==> src/rtl/fifo_rr_arbiter.sv <==
// Round-robin arbiter sharing one FIFO write port between NUM_REQ valid/ready producers, bursts of up to MAX_BURST words.
// Latency: grant one cycle after valid, word on data_o the cycle after its transfer; backpressure: a held word with data_o_ready low drops req_ready_o at once.
module fifo_rr_arbiter #(
    parameter int DATA_WIDTH = 32,
    parameter int NUM_REQ    = 4,
    parameter int MAX_BURST  = 4,
    localparam int IDX_WIDTH = (NUM_REQ > 2) ? $clog2(NUM_REQ) : 1,
    localparam int CNT_WIDTH = $clog2(MAX_BURST + 1)
) (
    input  logic                          clk,
    input  logic                          reset_i,
    input  logic [NUM_REQ*DATA_WIDTH-1:0] req_data_i,
    input  logic [NUM_REQ-1:0]            req_valid_i,
    output logic [NUM_REQ-1:0]            req_ready_o,
    output logic [DATA_WIDTH-1:0]         data_o,
    output logic                          data_o_valid,
    input  logic                          data_o_ready,
    output logic [IDX_WIDTH-1:0]          grant_o,
    output logic                          busy_o
);

    typedef enum logic {
        IDLE  = 1'b0,
        GRANT = 1'b1
    } state_e;

    state_e                 state_q, state_d;
    logic [IDX_WIDTH-1:0]   ptr_q, ptr_d;
    logic [IDX_WIDTH-1:0]   grant_q, grant_d;
    logic [CNT_WIDTH-1:0]   burst_cnt_q, burst_cnt_d;
    logic [DATA_WIDTH-1:0]  data_q, data_d;
    logic                   data_vld_q, data_vld_d;

    logic [DATA_WIDTH-1:0]  req_words [NUM_REQ];
    logic                   load_en;
    logic                   cur_valid;
    logic                   xfer;
    logic                   burst_last;
    logic [IDX_WIDTH-1:0]   ptr_next;
    logic                   arb_found;
    logic [IDX_WIDTH-1:0]   arb_idx;
    logic [IDX_WIDTH:0]     arb_cand;

    for (genvar i = 0; i < NUM_REQ; i++) begin : g_words
        assign req_words[i] = req_data_i[i*DATA_WIDTH +: DATA_WIDTH];
    end

    // The output register can take a new word whenever it is empty or draining this cycle.
    assign load_en    = ~data_vld_q | data_o_ready;
    assign cur_valid  = req_valid_i[grant_q];
    assign xfer       = (state_q == GRANT) && cur_valid && load_en;
    assign burst_last = (burst_cnt_q == CNT_WIDTH'(MAX_BURST - 1));
    assign ptr_next   = (grant_q == IDX_WIDTH'(NUM_REQ - 1)) ? '0 : grant_q + 1'b1;

    always_comb begin
        req_ready_o = '0;
        if ((state_q == GRANT) && load_en) begin
            req_ready_o[grant_q] = 1'b1;
        end
    end

    // Scan ptr, ptr+1, ... wrapping at NUM_REQ, which need not be a power of two.
    always_comb begin
        arb_found = 1'b0;
        arb_idx   = ptr_q;
        arb_cand  = '0;
        for (int k = 0; k < NUM_REQ; k++) begin
            arb_cand = {1'b0, ptr_q} + (IDX_WIDTH+1)'(k);
            if (arb_cand >= (IDX_WIDTH+1)'(NUM_REQ)) begin
                arb_cand = arb_cand - (IDX_WIDTH+1)'(NUM_REQ);
            end
            if (!arb_found && req_valid_i[arb_cand[IDX_WIDTH-1:0]]) begin
                arb_found = 1'b1;
                arb_idx   = arb_cand[IDX_WIDTH-1:0];
            end
        end
    end

    always_comb begin
        state_d     = state_q;
        ptr_d       = ptr_q;
        grant_d     = grant_q;
        burst_cnt_d = burst_cnt_q;
        data_d      = data_q;
        data_vld_d  = data_vld_q;

        if (data_vld_q && data_o_ready) begin
            data_vld_d = 1'b0;
        end
        if (xfer) begin
            data_d     = req_words[grant_q];
            data_vld_d = 1'b1;
        end

        case (state_q)
            IDLE: begin
                if (arb_found) begin
                    grant_d     = arb_idx;
                    burst_cnt_d = '0;
                    state_d     = GRANT;
                end
            end
            GRANT: begin
                if (!cur_valid) begin
                    state_d = IDLE;
                    ptr_d   = ptr_next;
                end else if (load_en) begin
                    burst_cnt_d = burst_cnt_q + 1'b1;
                    if (burst_last) begin
                        state_d = IDLE;
                        ptr_d   = ptr_next;
                    end
                end
            end
        endcase
    end

    always_ff @(posedge clk) begin
        if (reset_i) begin
            state_q     <= IDLE;
            ptr_q       <= '0;
            grant_q     <= '0;
            burst_cnt_q <= '0;
            data_q      <= '0;
            data_vld_q  <= 1'b0;
        end else begin
            state_q     <= state_d;
            ptr_q       <= ptr_d;
            grant_q     <= grant_d;
            burst_cnt_q <= burst_cnt_d;
            data_q      <= data_d;
            data_vld_q  <= data_vld_d;
        end
    end

    assign data_o       = data_q;
    assign data_o_valid = data_vld_q;
    assign grant_o      = grant_q;
    assign busy_o       = (state_q == GRANT);

endmodule
==> config.mk <==
export PLATFORM = sky130hd
export DESIGN_NAME = fifo_rr_arbiter
export DESIGN_NICKNAME = d
export VERILOG_FILES = /design/src/rtl/fifo_rr_arbiter.sv
export SDC_FILE = /design/constraint.sdc
export NUM_CORES = 1
export LEC_CHECK = 0
export ABC_AREA = 1
export CELL_PAD_IN_SITES_DETAIL_PLACEMENT = 0
export CELL_PAD_IN_SITES_GLOBAL_PLACEMENT = 1
export CORE_AREA = 2 2 119 98
export CTS_CLUSTER_DIAMETER = 200
export DETAILED_ROUTE_END_ITERATION = 10
export DIE_AREA = 0 0 121 100
export PLACE_DENSITY = 0.94
export SKIP_LAST_GASP = 1
export SYNTH_ARGS = -nofsm -noshare
export SYNTH_HDL_FRONTEND = slang
export SYNTH_SLANG_ARGS = --single-unit
==> constraint.sdc <==
create_clock -name clk -period 4.4 [get_ports clk]
set_input_delay 0.88 -clock clk [delete_from_list [all_inputs] [get_ports clk]]
set_output_delay 0.88 -clock clk [all_outputs]
set_load 0.005 [all_outputs]
* After elaboration in Yosys (flattened, before gate mapping)
Cells that the tools add are included.
Widths: inputs -> output; s select.
** Word-level totals
- Flip-flop bits (word level) :: 41
- Bits in latches :: 0
- RAM bits :: 0
- ROM bits :: 0
- Input port bits :: 135
- Output and inout bits :: 40
- Word-level logic and storage cells :: 95
- Memories kept :: 0
** Operators by class
- $add $sub $neg :: 9
- $mul :: 0
- Divide/modulo/power cells :: 0
- Magnitude comparators :: 11
- Equality and inequality tests :: 7
- Shifts and indexed selects :: 0
- Muxes and demuxes :: 43
- Bitwise gates (word level) :: 4
- Reduce and logical (&&, ||, !) cells :: 15
** Operator list (count)
- $bmux 32 s2 :: 1
- $mux 32 :: 2
- $mux 2 :: 12
- $mux 1 :: 16
- $lt 2x3->1 const B :: 5
- $ge 3x3->1 const B :: 4
- $bmux 1 s2 :: 5
- $mux 3 :: 3
- $logic_and 1x1->1 :: 8
- $sub 2x1->2 const B :: 4
- $add 2x2->3 const B :: 2
- $ne 2x1->1 const B :: 3
- $pmux 3 s2 :: 1
- $reduce_and 3->1 :: 2
- $mux 4 :: 1
- $ne 2x2->1 const B :: 2
- $add 2x1->3 const B :: 1
- $add 3x1->3 const B :: 1
- $eq 3x2->1 const B :: 1
- $ge 2x3->1 const B :: 1
- $logic_not 1->1 :: 3
- $not 2->3 :: 1
- $add 2x1->2 const B :: 1
- $demux 1 s2 :: 1
- other kinds (7) :: 8

* Logic depth before layout (Yosys ltp)
Gate-level depths: netlist of the first run.
- Depth after elaboration :: 16
- Depth in mapped cells :: 15
- Mapped depth without buffers :: 14

* Least setup slack after synthesis of the first run
Ideal clock, no wire load.
- Path kind :: input port to output port
- From :: in data_o_ready
- To :: out req_ready_o[0]
- Data arrival time :: 1.275 ns
- Required time :: 3.520 ns
- Path slack :: 2.245 ns
- Cell stages on the path :: 4
- Buffers on the path :: 0
- Cells stage by stage :: nor2_1 inv_1 nand2_1 nor2_1
** Between the ends
- Word-level cells in the longest chain between the ends :: 3
** Ends and longest elaborated chain
- start: declaration :: line 17 : input logic data_o_ready,
- $or 1x1->1 :: line 49 : assign load_en = ~data_vld_q | data_o_ready;
- $logic_and 1x1->1 :: line 57 : if ((state_q == GRANT) && load_en) begin
- $mux 4 :: line 57
- end: declaration :: line 14 : output logic [NUM_REQ-1:0] req_ready_o,
No other way between the ends.

* Worst setup path in the final report of the first run
- From :: reg grant_q[1], in the netlist grant_o[1]
- To :: out req_ready_o[0]
** Between the ends
- Word-level cells in the longest chain between the ends :: 5
- Elaborated cells on any way between the ends :: 6
- Those cells by class :: order compare (2); mux (3); reduce/logical (1)
** Ends and longest elaborated chain
- start: declaration :: line 29 : logic [IDX_WIDTH-1:0] grant_q, grant_d;
- start signal: assignment :: line 129 : grant_q <= grant_d;
- $lt 2x3->1 (implied by the code) or $ge 2x1->1 (tied branches) :: line 58 : req_ready_o[grant_q] = 1'b1;
- $logic_and 1x1->1 (implied by the code) :: line 58
- $mux 1 (implied by the code) :: line 58
- $demux 1 s2 * :: line 58
- $mux 4 * :: line 57
Mark *: on every way between the ends. The rest lies on a longest branch, timed or not.

==> results of run 1 <==
## registers in the layout (all words and copies together), names as in the netlist
| register | cells |
|---|---|
| data_o | 32 |
| burst_cnt_q | 3 |
| grant_o | 2 |
| ptr_q | 2 |
| busy_o | 1 |
| data_o_valid | 1 |
## final timing paths
check	to	slack [ns]	cells after the start
max	req_ready_o[0]	1.10	7
min	burst_cnt_q[2]	0.48	2
max reg2reg	burst_cnt_q[1]	1.67	9
min reg2reg	burst_cnt_q[2]	0.48	2
## layout make-up
cell class                 count  area, sq um
timing repair buffer         179         1780
fill                        1122         6430
clock buffer                   8          136
tap                          148          185
sequential                    41          822
multi-input combinational    345         1650
inverter                      20         77.6
## cell families after synthesis
logic type	synth area share [%]
and+or+nand+nor	28.8
AOI/OAI and AO/OA	29.6
buffers and inverters	7.76
DFF	30.7
adders and majority gates	2.80
xor gates and xnor gates	0.327
## through the flow
step	worst slack, ns	cell area (sq um)	cells
6_report	1.10	4650	741
5_1_grt	0.840	4650	741
4_1_cts	1.04	4650	741
3_5_place_dp	1.28	4510	733
3_3_place_gp	1.30	4510	733
2_1_floorplan	2.25	2680	436
## layout by cell type, fill, tap and decap left out, types with 5 or more instances in the layout
master,instances
a21oi_1,7
clkdlybuf4s50_1,174
nand3_1,11
nand2_1,34
o21ai_0,100
nor2_1,136
dfxtp_1,40
buf_4,5
ha_1,6
clkbuf_16,5
o22ai_1,33
inv_1,15
## power breakdown
group	leakage [nW]	internal (mW)	switching (mW)	total (mW)
clock network	0.0652	0.211	0.136	0.347
logic	1.44	0.621	0.758	1.38
registers	0.337	0.496	0.0999	0.596
total	1.84	1.33	0.993	2.32
## routing by layer
metal | track usage, % | vias to the layer above | part of all wire (%)
met1 | 19.9 | 1531 | 45
met5 | 0 | - | 0
met2 | 28.3 | 119 | 47
li1 | - | 1783 | -
met3 | 4.38 | 6 | 7.7
met4 | 3.85 | 0 | 0.88
## worst max-delay path, delay by kind of cell, from the launching register on
| family | cells | cell delay [ns] |
|---|---|---|
| buf+inv | 5 | 1.57 |
| fa+ha+maj | 1 | 0.17 |
| flops | 1 | 0.29 |
| simple gates | 1 | 0.09 |
==> results.toml, run 1 <==
[run_status]
status = "completed"

[timing]
fin_skew_ns = 0.00115
slew_headroom_pct = 37.4
min_period_ns = 3.30
setup_viol = 0
finalHoldViolations = 0
final.setup.tns_ns = 0
max_freq_mhz = 303
worst_pin_slew_ns = 0.938
period_share_pct = 74.9
whs_ns = 0.478
rsz0062_at_grt = "no"
slew_violations = 0

[clocking]
path_clk_slew_ns = 0.06
cts.hold.buffers_added = 0
clock-root-buffer = "clkbuf_16"
postCtsSetupRepairBufs = 0
cts-resized-gates = 0
clock_latency_ns = 0.27
cts_made_buffers = 5
htree_levels = 2
clock-sinks = 41
clockBufferDepth = 2
cts_tree = "done"

[floorplan]
start_util_pct = 24.2
row_count = 35
coreArea_sq_um = 11100
dieWidth_microns = 121
die_h_microns = 100
io_pins = 175
die-area_sq_um = 12100

[global_route]
overflow = 0
grt_max_degree = 39
antenna_found_initial = 0
grt_pass1_vias = 3336
grt_pass1_wl_microns = 16100
grt_use_total_pct = 16.2

[layout]
area_growth_syn_to_layout_pct = 73.7
final_util_pct = 42.0
layout-drive-gt1-share_pct = 4.05
nets = 733
n_antenna_cell = 0

[yosys]
synth_cells = 436
synth_area_per_cell_sq_um = 6.14
synth_seq_cells = 41
syn_area_sq_um = 2680
synth_async_sr_flop_share_pct = 0
synthTopCellsByArea = "dfxtp_1 31%, nor2_1 19%, o21ai_0 19%"
syn-num-nets = 577
synth_warnings = 0
synth.yosys.seq_area_share_pct = 30.7
synth_top_area_share_pct = 30.7
synth_cell_types = 26
synthTopCellsByCount = "136 x nor2_1, 100 x o21ai_0, 41 x dfxtp_1"
yosysMostFrequentCell = "nor2_1"
ys.flop_type = "dfxtp_1"
synth-edff-count = 0
yosysTopAreaCell = "dfxtp_1"

[setup_path]
cp_cell_sequence = "buf_4 -> inv_1 -> buf_4 -> ha_1 -> inv_1 -> nor2_1 -> clkdlybuf4s50_1"
worst-setup-path-type = "flop to output port"
worstSetupEndpointType = "output port"
crit_start = "grant_o[1]"
critPathLaunchType = "flop"
crit_required_ns = 3.52
critical_path_arrival_ns = 2.42
crit-reg2reg-launch = "grant_o[0]"
critPathSlowestCell = "clkdlybuf4s50_1"
max_stage_delay_ns = 0.50
crit_fanout = 38

[detailed_routing]
vias = 3439
wl_per_cell_microns = 13.1
drt-total-wl_microns = 9720
postRouteAntennaNets = 0
routed_via_density = 4.64
drt_iter0_drc = 145
drtPass1Iterations = 4
drc_errors = 0

[placement]
port_buffers = 174
dp_hpwl_microns = 7230
place_congestion = 0.858

[pwr]
p_leak_nw = 1.84
max-vdd-ir-drop_mv = 0.196
finalPower_mw = 2.32
powerDensity_nw_per_um2 = 499

[run]
maxCapViolCount = 0

[hold_path]
min_from = "burst_cnt_q[2]"
hp-class = "flop to flop"
Power figures use the tool's default switching activity.
==> run 2, diff against run 1 <==
- CORE_AREA: 2 2 119 98 -> 2 2 124 102
- DIE_AREA: 0 0 121 100 -> 0 0 126 104
- PLACE_DENSITY: 0.94 -> 0.88
- clock period: 4.4 -> 3.4 ns (I/O delays scaled with it)
==> run 2 against run 1 <==
  * Clock skew is 0.00093 ns higher
  * Power up 33%
  * Combinational power up 34%
  * Critical endpoint is now req_ready_o[1]
  * Largest power group unchanged
==> results.toml, run 2 (synthesis gave the netlist of run 1 again) <==
[run_status]
status = "completed"

[floorplan]
dieWidth_microns = 126
coreArea_sq_um = 11900
row_count = 36
io_pins = 175
die-area_sq_um = 13100
die_h_microns = 104
start_util_pct = 22.5

[timing]
worst_pin_slew_ns = 0.716
max_freq_mhz = 362
setup_ws_ns = 0.636
slew_headroom_pct = 52.2
min_period_ns = 2.76
period_share_pct = 81.3
final.setup.tns_ns = 0
slew_violations = 0
fin_skew_ns = 0.00209
finalHoldViolations = 0
rsz0062_at_grt = "no"
setup_viol = 0

[setup_path]
crit_fanout = 5
crit_required_ns = 2.72
worstSetupEndpointType = "output port"
worst-setup-path-type = "input port to output port"
critical_path_arrival_ns = 2.08
critPathLaunchType = "input port"

[layout]
largest_reg_flops = 32
n_antenna_cell = 0
n_fill_cell = 1278
mostFrequentLayoutCell = "clkdlybuf4s50_1"
area_growth_syn_to_layout_pct = 75.5
layout-drive-gt1-share_pct = 5.03
nets = 736
layout_common_cells = "174 x clkdlybuf4s50_1, 136 x nor2_1, 100 x o21ai_0, 40 x dfxtp_1, 34 x nand2_1"

[pwr]
max-vdd-ir-drop_mv = 0.200
swShare_pct = 42.8
powerDensity_nw_per_um2 = 658
power.share.combinational_pct = 59.9
power.internal_mw = 1.77
p_leak_nw = 1.87
seq_power_share_pct = 23.8
p_clk_share_pct = 16.3
power.switching_mw = 1.32

[clocking]
cts_tree = "done"
clockBufferDepth = 2
htree_levels = 2
cts_made_buffers = 5
clock_latency_ns = 0.28
cts-resized-gates = 0
path_clk_slew_ns = 0.06
postCtsSetupRepairBufs = 0
cts.hold.buffers_added = 0
clock-root-buffer = "clkbuf_16"
clock-sinks = 41

[detailed_routing]
routed_via_density = 4.76
drtPass1Iterations = 4
postRouteAntennaNets = 0
drt-total-wl_microns = 10600
drt_iter0_drc = 179
wl_per_cell_microns = 14.2
drc_errors = 0
vias = 3562

[global_route]
overflow = 0
grt_use_total_pct = 15.8
grt_pass1_vias = 3580
grt_pass1_wl_microns = 17300
grt_max_degree = 38
antenna_found_initial = 0

[placement]
place_congestion = 0.800
dp_hpwl_microns = 7660
dp_slack_ns = 0.621
port_buffers = 174

[hold_path]
hp-class = "flop to flop"

[run]
maxCapViolCount = 0
-- run 2: cell count changes in the layout (fill, tap and decap cells not counted) --
cell,previous run,this run
buf_4,5,8
clkinv_2,0,1
clkbuf_8,0,2
clkbuf_1,3,0
-- run 2: metal layers --
metal  part of all wire, %  wire length [microns]  global-route usage [%]
met5                     0                      0                       0
met4                   1.1                    119                    3.45
met2                    46                   4930                    27.8
met1                    44                   4730                    18.8
met3                   8.1                    862                    5.04
-- run 2: critical path, stage by stage --
cell	delay, ns
clkdlybuf4s50_1	0.45
nor2_1	0.05
inv_1	0.06
nand2_1	0.18
nor2_1	0.14
clkdlybuf4s50_1	0.52
-- run 2: through the flow --
step | instances | utilization [%] | hold WS [ns] | power (mW) | cell area, sq um
3_3_place_gp | 740 | 38.2 | 0.449 | 2.57 | 4540
4_1_cts | 748 | 39.5 | 0.471 | 3.13 | 4700
5_1_grt | 748 | 39.5 | 0.514 | 3.39 | 4700
3_5_place_dp | 740 | 38.2 | 0.460 | 2.60 | 4540
2_1_floorplan | 436 | - | 0.433 | 1.82 | 2680
6_report | 748 | 39.5 | 0.471 | 3.09 | 4700
-- run 2: worst paths after layout --
kind	slack, ns	endpoint	cells after the start	startpoint
worst max-delay path	0.64	req_ready_o[1]	6	data_o_ready
worst max register to register	1.42	burst_cnt_q[1]	7	grant_o[1]
worst min register to register	0.47	burst_cnt_q[0]	1	burst_cnt_q[0]
worst min-delay path	0.47	burst_cnt_q[0]	1	burst_cnt_q[0]
-- run 2: area by class of cell --
type	count	area [sq um]	share of cell area (%)
clock inverters	1	5.00	0.107
flip-flops and latches	41	822	17.5
well taps	152	190	4.05
clock buffers	7	153	3.25
multi-input cells	345	1650	35.1
repair buffers	182	1800	38.4
inverters	20	77.6	1.65
-- run 2: power groups by stage --
stage	clock network (mW)	logic [mW]	registers, mW
2_1_floorplan	0	1.07	0.752
3_3_place_gp	0	1.83	0.738
3_5_place_dp	0	1.86	0.742
4_1_cts	0.524	1.87	0.736
5_1_grt	0.548	2.08	0.760
6_report	0.502	1.85	0.736
